==> config.mk <==
export PLATFORM = sky130hd
export DESIGN_NAME = multiplier_datapath_taint_word
export DESIGN_NICKNAME = d
export VERILOG_FILES = /design/src/rtl/multiplier_datapath_taint_word.sv
export SDC_FILE = /design/constraint.sdc
export NUM_CORES = 1
export LEC_CHECK = 0
export BUFFER_PORTS_ARGS = -buffer_cell sky130_fd_sc_hd__buf_4
export CAP_MARGIN = 20
export CORE_ASPECT_RATIO = 1.75
export CORE_MARGIN = 2
export CORE_UTILIZATION = 35
export CTS_BUF_LIST = sky130_fd_sc_hd__clkbuf_4
export CTS_CLUSTER_SIZE = 14
export DETAILED_ROUTE_END_ITERATION = 12
export GPL_TIMING_DRIVEN = 0
export PLACE_DENSITY_LB_ADDON = 0.3
export SKIP_LAST_GASP = 1
export SLEW_MARGIN = 20
export SYNTH_ARGS = -nofsm -noshare
export SYNTH_HDL_FRONTEND = slang
export SYNTH_SLANG_ARGS = --single-unit
==> constraint.sdc <==
create_clock -name clk -period 1.25 [get_ports clk]
set_input_delay 0.0625 -clock clk [delete_from_list [all_inputs] [get_ports clk]]
set_output_delay 0.0625 -clock clk [all_outputs]
set_load 0.05 [all_outputs]
==> src/rtl/multiplier_datapath_taint_word.sv <==
// Datapath for the sequential shift-add multiplier with word-level taint.
// Holds the multiplicand (md), the multiplier (mr) and the 2*WIDTH result
// register (rs) plus a carry bit. Each register has a single taint bit
// that follows the strobes issued by the multiplier control FSM.
module multiplier_datapath_taint_word #(
    parameter int WIDTH = 4
) (
    input  logic                 clk,
    input  logic                 rst,
    input  logic [WIDTH-1:0]     multiplicandIn,
    input  logic                 multiplicandIn_t,
    input  logic [WIDTH-1:0]     multiplierIn,
    input  logic                 multiplierIn_t,
    input  logic                 mdld,
    input  logic                 mdld_t,
    input  logic                 mrld,
    input  logic                 mrld_t,
    input  logic                 rsclear,
    input  logic                 rsclear_t,
    input  logic                 rsload,
    input  logic                 rsload_t,
    input  logic                 rsshr,
    input  logic                 rsshr_t,
    output logic [WIDTH-1:0]     multiplierReg,
    output logic                 multiplierReg_t,
    output logic [2*WIDTH-1:0]   product,
    output logic                 product_t
);

    logic [WIDTH-1:0]   md;
    logic [WIDTH-1:0]   mr;
    logic [2*WIDTH-1:0] rs;
    logic               carry;
    logic               md_t;
    logic               mr_t;
    logic               rs_t;

    logic [WIDTH:0]     sum;
    logic               md_t_next;
    logic               mr_t_next;
    logic               rs_t_next;

    // Upper-half add and next-state taint. A tainted strobe taints its
    // destination even when the strobe itself is low; the rs add taint uses
    // the old md_t, matching the add, which uses the old md.
    always_comb begin
        // NOTE: every signal driven here gets a value on every path, so no latch is inferred.
        sum       = {1'b0, rs[2*WIDTH-1:WIDTH]} + {1'b0, md};
        md_t_next = (mdld ? multiplicandIn_t : md_t) | mdld_t;
        mr_t_next = (mrld ? multiplierIn_t : mr_t) | mrld_t;
        rs_t_next = (rsclear ? 1'b0 : rs_t)
                  | (rsclear_t & rs_t)
                  | rsclear_t
                  | rsload_t
                  | rsshr_t
                  | ((rsload | rsload_t) & md_t);
    end

    // Register update: synchronous reset wins over every strobe, then the
    // operand loads and the rs strobes in priority clear > load > shift.
    always_ff @(posedge clk) begin
        if (rst) begin
            // NOTE: non-blocking assignments keep every register sampling pre-edge values.
            md    <= '0;
            mr    <= '0;
            rs    <= '0;
            carry <= 1'b0;
            md_t  <= 1'b0;
            mr_t  <= 1'b0;
            rs_t  <= 1'b0;
        end else begin
            if (mdld) begin
                md <= multiplicandIn;
            end
            if (mrld) begin
                mr <= multiplierIn;
            end
            if (rsclear) begin
                rs    <= '0;
                carry <= 1'b0;
            end else if (rsload) begin
                // Carry lands in its own bit and is folded in by the next shift.
                {carry, rs[2*WIDTH-1:WIDTH]} <= sum;
            end else if (rsshr) begin
                rs    <= {carry, rs[2*WIDTH-1:1]};
                carry <= 1'b0;
            end
            md_t <= md_t_next;
            mr_t <= mr_t_next;
            rs_t <= rs_t_next;
        end
    end

    assign multiplierReg   = mr;
    assign multiplierReg_t = mr_t;
    assign product         = rs;
    assign product_t       = rs_t;

endmodule

==> results by group, run 1 <==
STA
  – Final worst setup slack: -56.0 ps
  – Max Freq: approximately 770 MHz
  – Hold Worst Slack: 6.06 ps
  – Hold Fails Final Rpt: 0
  – Final min period: 1310 ps
  – TNS Setup: -64.0 ps
  – Period utilization: 1.04
  – Worst-margin pin slew: 437 ps
  – Rel. slew slack: 0.709
  – Final setup viols: 3
  – RSZ-0062 raised after global routing: true
  – Skew final: between 10 and 15 ps
  – Final Slew Violations: 0

Critical path
  – Worst EP arrival: between 1500 and 2000 ps
  – Reg2reg start: md[0]
  – R2R depth: 5
  – Worst Path Buf+Inv: 0
  – WP data required: 1460 ps
  – CP top delay family: adder cells
  – Slowest CP cell: dfxtp_2
  – Critical path class: flip-flop to flip-flop
  – Cell Chain, Critical Path: ha_4 -> fa_2 -> a21o_1 -> a21oi_2 -> nor3_1
  – R2R Setup Slk: -60 ps
  – Reg-to-reg critical path endpoint: carry
  – Max incr delay on CP: between 300 and 400 ps
  – CP startpoint kind: flip-flop
  – Levels on crit path: 5
  – CP Capture Type: flip-flop
  – Crit path to: carry
  – Worst setup startpoint: md[0]
  – CP max FO: 2

Synthesis
  – Synth top area share: 0.434
  – Syn Nets: about 120
  – Syn Area/Cell: ~10 um2
  – Post-synthesis cell type count: 25
  – Seq/Total Area, Yosys: 0.434
  – Synth Instances: 92
  – Post-synth top area cell: dfxtp_1
  – Most area-consuming cells after synthesis: dfxtp_1 43%, mux2i_1 15%, nor2_1 6.5%, ha_1 5.4%, a211oi_1 4.1%
  – Synth warn: 0
  – Flops & latches, synth: 20
  – Post-synthesis cell area: about 900 um2

Routing
  – Final ANT Viol Nets: 0
  – DR WL/cell: 12.3 um
  – Via Count: between 800 and 900
  – Drt first pass iters: 3
  – Via density: around 5.0
  – DRT Wirelength: roughly 2.0 mm
  – Initial DRC count: 7
  – Drt drc: 0

CTS
  – Clock network latency to the later pin of the worst-skew pair: roughly 300 ps
  – Root Driver: clkbuf_4
  – Clock slew at reported path FFs: roughly 120 ps
  – H-tree lvl count: 1
  – TritonCTS clock tree: yes
  – Longest Clk Path Bufs: 2
  – Total clock sinks: 20
  – CTS Buf Count: 3

GRT
  – Largest net degree at the start of global routing: 12
  – Grt total ovfl: 0
  – Vias in the first global route: 902
  – First-pass GRT wire length: about 3.7 mm
  – GRT Util Overall: 0.157
  – Initial antenna violation count: 0

Final layout
  – Number of fill cells: roughly 230
  – Most frequent cells in the layout: 34 x buf_4, 16 x nor2_1, 14 x mux2i_1, 14 x dfxtp_1, 11 x dlygate4sd3_1
  – Synth-to-layout area growth: 50.1%
  – Commonest non-fill, non-tap cell in the layout: buf_4
  – Final core utilization: 0.556
  – Share of cells above drive strength 1: 0.386
  – Fin nets: around 170
  – Final instance area: about 1400 um2
  – Final antenna diode count: 0
  – Cell Count, Final, Fillers Out: approximately 170

Die
  – Die area: 3080 um2
  – Row count: 24
  – Starting density of the core: 0.370
  – Core ar.: 2490 um2
  – Chip width: between 40 and 50 um
  – Die Ht: about 72 um
  – Ports: 36

Placed design
  – DP Worst Slack: -92.7 ps
  – Routability congestion estimate: 0.687
  – Port bufs: 32
  – Placed Instances: 150
  – Detailed Place HPWL: approximately 1.6 mm
  – DP Area: 1240 um2

Power and ir drop
  – P_leak: around 0.64 nW
  – PD cells: 922 nW/um2
  – Max IR drop VDD: 0.766 mV
  – Total Power: roughly 1.3 mW

Hold path
  – Hold WC Path Type: primary input to flip-flop
  – Hold_sp: multiplierIn[1]

Run status
  – Status: finished with violations
  – Failing checks: negative setup slack

Run
  – Maxcap violations: 0
logic make-up (layout without fill, tap and decap cells):
family | after synthesis | after routing | synth area share
AOI/OAI and AO/OA | 12 | 12 | 0.0840
xor gates and xnor gates | 1 | 1 | 0.00949
adders and majority gates | 5 | 5 | 0.0759
buffers and inverters | 9 | 57 | 0.0610
DFF | 20 | 20 | 0.434
muxes | 16 | 16 | 0.176
and+or+nand+nor | 29 | 29 | 0.160
power by group:
group | internal [mW] | switching (mW) | leakage [nW] | total, mW
logic | 0.145 | 0.142 | 0.459 | 0.287
clock network | 0.116 | 0.194 | 0.0154 | 0.310
registers | 0.661 | 0.0198 | 0.168 | 0.681
total | 0.922 | 0.356 | 0.642 | 1.28
state kept, by name, indices dropped and copies added, names as in the netlist:
register / cells
product: 8
md_t: 1
carry: 1
multiplierReg_t: 1
product_t: 1
multiplierReg: 4
md: 4
tightest hold or removal path, cell delays in order:
cell and delay, ps:
buf_4 80, mux2i_1 60, nor2_1 80
per-layer routing:
metal | up-vias | GRT usage | wire (um)
met2 | 31 | 0.305 | 1190
met3 | 6 | 0.0224 | 109
li1 | 408 | - | -
met4 | 0 | 0.0903 | 53
met5 | - | 0 | 0
met1 | 385 | 0.148 | 687
timing repair:
action | CTS | global route
setup buffers | 1 | 0
setup endpoints to repair | 4 | 4
hold buffers | 11 | 0
hold endpoints to repair | 9 | 0
gates resized for setup | 1 | 2
cell usage after synthesis (all sizes together):
cell type   n
a211oi      5
a21o        1
a21oi       5
a22oi       1
and4b       1
buf         6
clkbuf      1
dfxtp      20
fa          1
ha          4
inv         2
mux2        2
mux2i      14
nand2       1
nand2b      1
nand3       1
nor2       16
nor2b       5
nor3        2
nor4        1
or2         1
xnor2       1
how the worst min path moves through the flow:
stage               cells past startpoint               end  slack [ps]
CTS                                     3  multiplierReg[3]           7
global placement                        2         product_t         240
global route                            3  multiplierReg[1]          10
detailed placement                      2         product_t         240
floorplan                               1         product_t         130
finish                                  3  multiplierReg[1]           6
layout make-up:
| cell class | count | area (um2) | area share |
|---|---|---|---|
| multi-input cells | 63 | 498 | 0.359 |
| flip-flops and latches | 20 | 415 | 0.300 |
| repair buffers | 44 | 358 | 0.258 |
| plain buffers | 7 | 48.8 | 0.0352 |
| well taps | 26 | 32.5 | 0.0235 |
| clock buffers | 3 | 22.5 | 0.0162 |
| inverters | 2 | 7.51 | 0.00542 |
| clock inverters | 1 | 3.75 | 0.00271 |
Power figures use the tool's default switching activity.
==> inputs of run 2 (changes only) <==
--- a/config.mk
+++ b/config.mk
@@ -10,7 +10,7 @@
 export CORE_ASPECT_RATIO = 1.75
 export CORE_MARGIN = 2
 export CORE_UTILIZATION = 35
-export CTS_BUF_LIST = sky130_fd_sc_hd__clkbuf_4
+export CTS_BUF_LIST = sky130_fd_sc_hd__clkbuf_8
 export CTS_CLUSTER_SIZE = 14
 export DETAILED_ROUTE_END_ITERATION = 12
 export GPL_TIMING_DRIVEN = 0
@@ -20,3 +20,4 @@
 export SYNTH_ARGS = -nofsm -noshare
 export SYNTH_HDL_FRONTEND = slang
 export SYNTH_SLANG_ARGS = --single-unit
+export TNS_END_PERCENT = 50
==> constraint.sdc (replaced) <==
create_clock -name clk -period 1.7 [get_ports clk]
set_input_delay 0.085 -clock clk [delete_from_list [all_inputs] [get_ports clk]]
set_output_delay 0.085 -clock clk [all_outputs]
set_load 0.05 [all_outputs]
==> run 2 against run 1 <==
Largest power group unchanged; the flow now finishes without violations; combinational power shrank 36%; first-iteration DRC count grew to 2.6 times the previous value; sequential share of layout area grew 1.4 points; die area is the same; critical endpoint unchanged.
==> results by group, run 2 (synthesis results as in run 1) <==
Run status
  – Status: finished, final reports clean

STA
  – Final min period: 1480 ps (+178 ps)
  – Final setup viols: 0 (-3)
  – Final Slew Violations: 0 (unchanged)
  – TNS Setup: 0 ps (+64.0 ps)
  – RSZ-0062 raised after global routing: false
  – Rel. slew slack: 0.714 (+0.00539)
  – Hold Fails Final Rpt: 0 (unchanged)
  – Max Freq: 674 MHz (-12%)
  – Worst-margin pin slew: 429 ps (-8.09 ps)
  – Hold Worst Slack: 37.6 ps (+31.6 ps)
  – Skew final: 3.92 ps (-10.1 ps)
  – Period utilization: 0.873 (-0.172)
  – Final worst setup slack: 216 ps (+272 ps)

Power and ir drop
  – Int Pwr: 890 uW (-3.5%)
  – P_leak: 0.619 nW (-3.7%)
  – Share of power burned in registers: 0.434 (-0.099)
  – Comb pwr share: 0.160 (-0.065)
  – Clock power share: 0.407 (+0.165)
  – PD cells: 905 nW/um2 (-1.8%)
  – Net Sw Frac: 0.231 (-0.0476)
  – P_sw: 267 uW (-25%)
  – Max IR drop VDD: 0.594 mV (-23%)

Placed design
  – Port bufs: 32 (unchanged)
  – DP Area: 1200 um2 (-3.2%)
  – DP Worst Slack: 230 ps (+323 ps)
  – Routability congestion estimate: 0.621 (-9.5%)
  – Detailed Place HPWL: 1.44 mm (-7.3%)
  – Placed Instances: 150 (unchanged)

GRT
  – GRT Util Overall: 0.129 (-0.0278)
  – Met2 usage: 0.222 (-0.0825)
  – Layer carrying the most global-route usage: met2
  – GR Util met1: 0.154 (+0.00653)
  – Vias in the first global route: 741 (-18%)
  – Largest net degree at the start of global routing: 13 (+1)
  – First-pass GRT wire length: 3.08 mm (-17%)
  – Grt total ovfl: 0 (unchanged)
  – Initial antenna violation count: 0 (unchanged)
  – Grt met3 use: 0.0174 (-0.00498)

Routing
  – Via density: 4.89 (-2.2%)
  – Drt first pass iters: 2 (-1)
  – Via Count: 758 (-8.7%)
  – DRT Wirelength: 1.75 mm (-14%)
  – DR WL/cell: 11.3 um (-8.0%)
  – Initial DRC count: 18 (+11)
  – Drt drc: 0 (unchanged)
  – Final ANT Viol Nets: 0 (unchanged)

Hold path
  – Hold WC Path Type: primary input to flip-flop

CTS
  – Longest Clk Path Bufs: 2 (unchanged)
  – TritonCTS clock tree: yes
  – Clock network latency to the later pin of the worst-skew pair: 260 ps (-40 ps)
  – Post_cts resized: 0 (-1)
  – CTS Buf Count: 3 (unchanged)
  – Total clock sinks: 20 (unchanged)
  – H-tree lvl count: 1 (unchanged)
  – Clock slew at reported path FFs: 80 ps (-40 ps)
  – Root Driver: clkbuf_8

Die
  – Die area: 3080 um2 (unchanged)
  – Chip width: 42.8 um (unchanged)
  – Core ar.: 2490 um2 (unchanged)
  – Row count: 24 (unchanged)
  – Ports: 36 (unchanged)
  – Die Ht: 71.9 um (unchanged)
  – Starting density of the core: 0.370 (unchanged)

Critical path
  – Crit path to: carry
  – Worst setup startpoint: product[4]
  – CP startpoint kind: flip-flop
  – Reg2reg start: product[4]
  – WP data required: 1850 ps (+390 ps)
  – Reg-to-reg critical path endpoint: carry
  – R2R depth: 5 (unchanged)
  – CP Capture Type: flip-flop
  – R2R Setup Slk: 220 ps (+270 ps)
  – Worst EP arrival: 1640 ps (+120 ps)
  – Critical path class: flip-flop to flip-flop
  – CP max FO: 4 (+2)

Final layout
  – Max reg flops: 8 (unchanged)
  – Final instance area: 1280 um2 (-7.9%)
  – Synth-to-layout area growth: 38.3%
  – Share of cells above drive strength 1: 0.341 (-0.0446)
  – Most frequent cells in the layout: 33 x buf_4, 20 x dfxtp_1, 16 x nor2_1, 14 x mux2i_1
  – Commonest non-fill, non-tap cell in the layout: buf_4
  – Fin nets: 157 (-6.5%)
  – Cell Count, Final, Fillers Out: 155 (-6.6%)
  – Number of fill cells: 239 (+3.0%)
  – Final antenna diode count: 0 (unchanged)

Run
  – Maxcap violations: 0 (unchanged)
[run 2: cell count changes in the layout (fill, tap and decap cells not counted), sizes merged]
cell         before  now
clkinv            1    0
bufinv            0    1
buf              39   38
dlygate4sd3      11    1
[run 2: worst min-delay path by stage]
| stage | start | endpoint | slack [ps] | depth (start not counted) |
|---|---|---|---|---|
| 2_1_floorplan | rst | product_t | 150 | 1 |
| 3_3_place_gp | rst | product_t | 260 | 2 |
| 3_5_place_dp | rst | product_t | 260 | 2 |
| 4_1_cts | mdld_t | md_t | 40 | 3 |
| 5_1_grt | mdld_t | md_t | 40 | 3 |
| 6_report | mdld_t | md_t | 40 | 3 |
[run 2: metrics by stage]
stage	power (mW)	util
final	1.16	0.513
after global routing	1.21	0.513
after global placement	0.692	0.480
after CTS	1.17	0.513
after detailed placement	0.697	0.480
after floorplan	0.630	-
[run 2: repair_timing]
action / in CTS / in global routing
endpoints found under the setup margin: 0 / 0
setup buffers: 0 / 0
hold endpoints to repair: 1 / 0
hold buffers: 1 / 0
[run 2: power by group through the flow]
stage | clock, mW | combinational [mW] | sequential [mW]
2_1_floorplan | 0 | 0.0783 | 0.552
3_3_place_gp | 0 | 0.180 | 0.512
3_5_place_dp | 0 | 0.184 | 0.513
4_1_cts | 0.483 | 0.187 | 0.502
5_1_grt | 0.505 | 0.202 | 0.504
6_report | 0.470 | 0.185 | 0.501
[run 2: per-layer routing]
layer | share of wire | up-vias | wire [um]
met4 | 0.017 | 0 | 30
li1 | - | 388 | -
met1 | 0.40 | 337 | 702
met2 | 0.52 | 29 | 909
met5 | 0 | - | 0
met3 | 0.062 | 4 | 109
[run 2: critical path: stages (launching register included)]
cell	delay (ps)
dfxtp_1	340
ha_1	230
fa_1	420
a21o_1	190
a21oi_1	140
nor3_1	60
[run 2: final cells by class]
class,instances,area [um2],share of cell area
flip-flops and latches,20,400,0.313
well taps,26,32.5,0.0255
clock buffers,3,41.3,0.0323
clock inverters,1,30.0,0.0235
inverters,2,7.51,0.00588
multi-input cells,63,467,0.365
repair buffers,33,250,0.196
plain buffers,7,48.8,0.0382
==> inputs of run 3 (changes only) <==
--- a/config.mk
+++ b/config.mk
@@ -7,7 +7,6 @@
 export LEC_CHECK = 0
 export BUFFER_PORTS_ARGS = -buffer_cell sky130_fd_sc_hd__buf_4
 export CAP_MARGIN = 20
-export CORE_ASPECT_RATIO = 1.75
 export CORE_MARGIN = 2
 export CORE_UTILIZATION = 35
 export CTS_BUF_LIST = sky130_fd_sc_hd__clkbuf_8
==> run 3 against run 2 <==
Register-to-register slack gained 20 ps; critical path depth stayed put; clock skew is 2.8 ps lower; power decreased by 15%; critical endpoint unchanged; clock power is 37% lower; hold slack better by 14 ps; worst setup slack improved by 20 ps; combinational power is essentially flat; fmax is 1.4% higher; utilization is 1.2 points lower; sequential share of layout area grew 0.63 points.
==> results by group, run 3 (synthesis results as in run 1) <==
Critical path
  – CP Capture Type: flip-flop
  – WP data required: 1840 ps (about the same)
  – Reg-to-reg critical path endpoint: carry
  – Reg2reg start: product[4]
  – CP startpoint kind: flip-flop
  – Critical path class: flip-flop to flip-flop
  – Worst EP arrival: 1610 ps (-30 ps)
  – R2R depth: 5 (unchanged)
  – R2R Setup Slk: 240 ps (+20 ps)
  – CP max FO: 4 (unchanged)

Final layout
  – Final instance area: 1250 um2 (-2.0%)
  – Commonest non-fill, non-tap cell in the layout: buf_4
  – Fin nets: 157 (unchanged)
  – Share of cells above drive strength 1: 0.336 (-0.00515)
  – Multi-input logic area: 467 um2 (unchanged)
  – Register area: 400 um2 (unchanged)
  – Max reg flops: 8 (unchanged)
  – Synth-to-layout area growth: 35.6%
  – Final antenna diode count: 0 (unchanged)
  – Cell Count, Final, Fillers Out: 158 (+1.9%)
  – Number of fill cells: 224 (-6.3%)
  – Final core utilization: 0.501 (-0.0115)
  – Most frequent cells in the layout: 33 x buf_4, 20 x dfxtp_1, 16 x nor2_1, 14 x mux2i_1

Placed design
  – Placed Instances: 154 (+2.7%)
  – Routability congestion estimate: 0.786 (+26%)
  – DP Area: 1200 um2 (+0.42%)
  – Detailed Place HPWL: 1.49 mm (+3.7%)
  – Port bufs: 32 (unchanged)

GRT
  – GRT Util Overall: 0.122 (-0.00699)
  – Initial antenna violation count: 0 (unchanged)
  – Largest net degree at the start of global routing: 11 (-2)
  – First-pass GRT wire length: 3.02 mm (-2.0%)
  – Grt total ovfl: 0 (unchanged)
  – Vias in the first global route: 738 (-0.40%)

Die
  – Core ar.: 2500 um2 (+0.30%)
  – Chip width: 55.4 um (+29%)
  – Die area: 3070 um2 (-0.51%)
  – Starting density of the core: 0.369 (-0.00111)
  – Die Ht: 55.4 um (-23%)
  – Ports: 36 (unchanged)
  – Row count: 18 (-25%)

Run
  – Maxcap violations: 0 (unchanged)

Hold path
  – Hold WC Path Type: primary input to flip-flop
  – Hold Path End: multiplierReg_t
  – Hold Path Cell Cnt: 3 (unchanged)
  – Hold_sp: mrld_t

STA
  – Period utilization: 0.861 (-0.0119)
  – RSZ-0062 raised after global routing: false
  – TNS Setup: 0 ps (unchanged)
  – Hold Fails Final Rpt: 0 (unchanged)
  – Final min period: 1460 ps (-20.2 ps)
  – Rel. slew slack: 0.709 (-0.00540)
  – Final setup viols: 0 (unchanged)
  – Skew final: 1.07 ps (-2.85 ps)
  – Final Slew Violations: 0 (unchanged)
  – Max Freq: 683 MHz (+1.4%)
  – Worst-margin pin slew: 437 ps (+8.11 ps)

CTS
  – Clock network latency to the later pin of the worst-skew pair: 250 ps (about the same)
  – Root Driver: clkbuf_8
  – Post_cts resized: 0 (unchanged)
  – H-tree lvl count: 1 (unchanged)
  – Post-CTS Setup Bufs: 0 (unchanged)
  – CTS Buf Count: 3 (unchanged)
  – TritonCTS clock tree: yes
  – Total clock sinks: 20 (unchanged)
  – Clock slew at reported path FFs: 70 ps (about the same)
  – Longest Clk Path Bufs: 2 (unchanged)

Power and ir drop
  – Max IR drop VDD: 0.470 mV (-21%)
  – PD cells: 786 nW/um2 (-13%)
  – Total Power: 985 uW (-15%)
  – P_leak: 0.605 nW (-2.3%)

Routing
  – Via density: 4.82 (-1.4%)
  – DRT Wirelength: 1.89 mm (+7.7%)
  – Drt drc: 0 (unchanged)
  – Wire length on met2: 976 um (+7.4%)
  – Top routing layer used: met4
  – WL met1: 779 um (+11%)
  – Final ANT Viol Nets: 0 (unchanged)
  – Initial DRC count: 7 (-11)
  – Met3 wire len: 120 um (+10%)
  – DR WL/cell: 11.9 um (+5.6%)
  – Drt first pass iters: 2 (unchanged)
  – Via Count: 762 (+0.53%)

Run status
  – Status: finished, final reports clean
==> run 3: cell count changes in the layout (fill, tap and decap cells not counted), sizes merged <==
| cell | change |
|---|---|
| bufinv | -1 |
==> run 3: area by class of cell <==
cell class | instances | share of cell area
clock buffers | 3 | 0.0330
inverters | 2 | 0.00599
repair buffers | 33 | 0.200
flip-flops and latches | 20 | 0.320
well taps | 30 | 0.0300
multi-input cells | 63 | 0.373
plain buffers | 7 | 0.0390
==> run 3: where the power goes <==
group / total, mW / switching, mW / leakage [nW] / internal (mW)
Sequential: 0.502 / 0.0135 / 0.164 / 0.489
Combinational: 0.187 / 0.0995 / 0.419 / 0.0871
Clock: 0.296 / 0.139 / 0.0216 / 0.157
Total: 0.985 / 0.252 / 0.605 / 0.733
==> run 3: repair_timing <==
item | CTS | global route
hold buffers | 1 | 0
setup endpoints to repair | 0 | 0
endpoints found under the hold margin | 1 | 0
==> run 3: through the flow <==
stage                     worst slack, ps  hold WS (ps)
final                                 236          51.3
after global routing                  139          58.3
after CTS                             249          45.7
after detailed placement              259           266
after global placement                258           256
after floorplan                      75.3           154
==> run 3: worst max path at each step <==
stage                     startpoint    end  slack [ps]  depth (start not counted)
after CTS                 product[4]  carry         250                          5
after floorplan           product[4]  carry          80                          5
final                     product[4]  carry         240                          5
after global routing      product[4]  carry         140                          5
after detailed placement  product[4]  carry         260                          5
after global placement    product[4]  carry         260                          5
==> run 3: critical path, cell delays in order (launching register included) <==
cell	delay (ps)
dfxtp_1	340
ha_1	230
fa_1	410
a21o_1	180
a21oi_1	140
nor3_1	60
==> run 3: layer usage <==
layer  global-route usage  up-vias
met2                0.219       20
met1                0.131      354
met5                    0        -
li1                     -      386
met3               0.0445        2
met4               0.0418        0
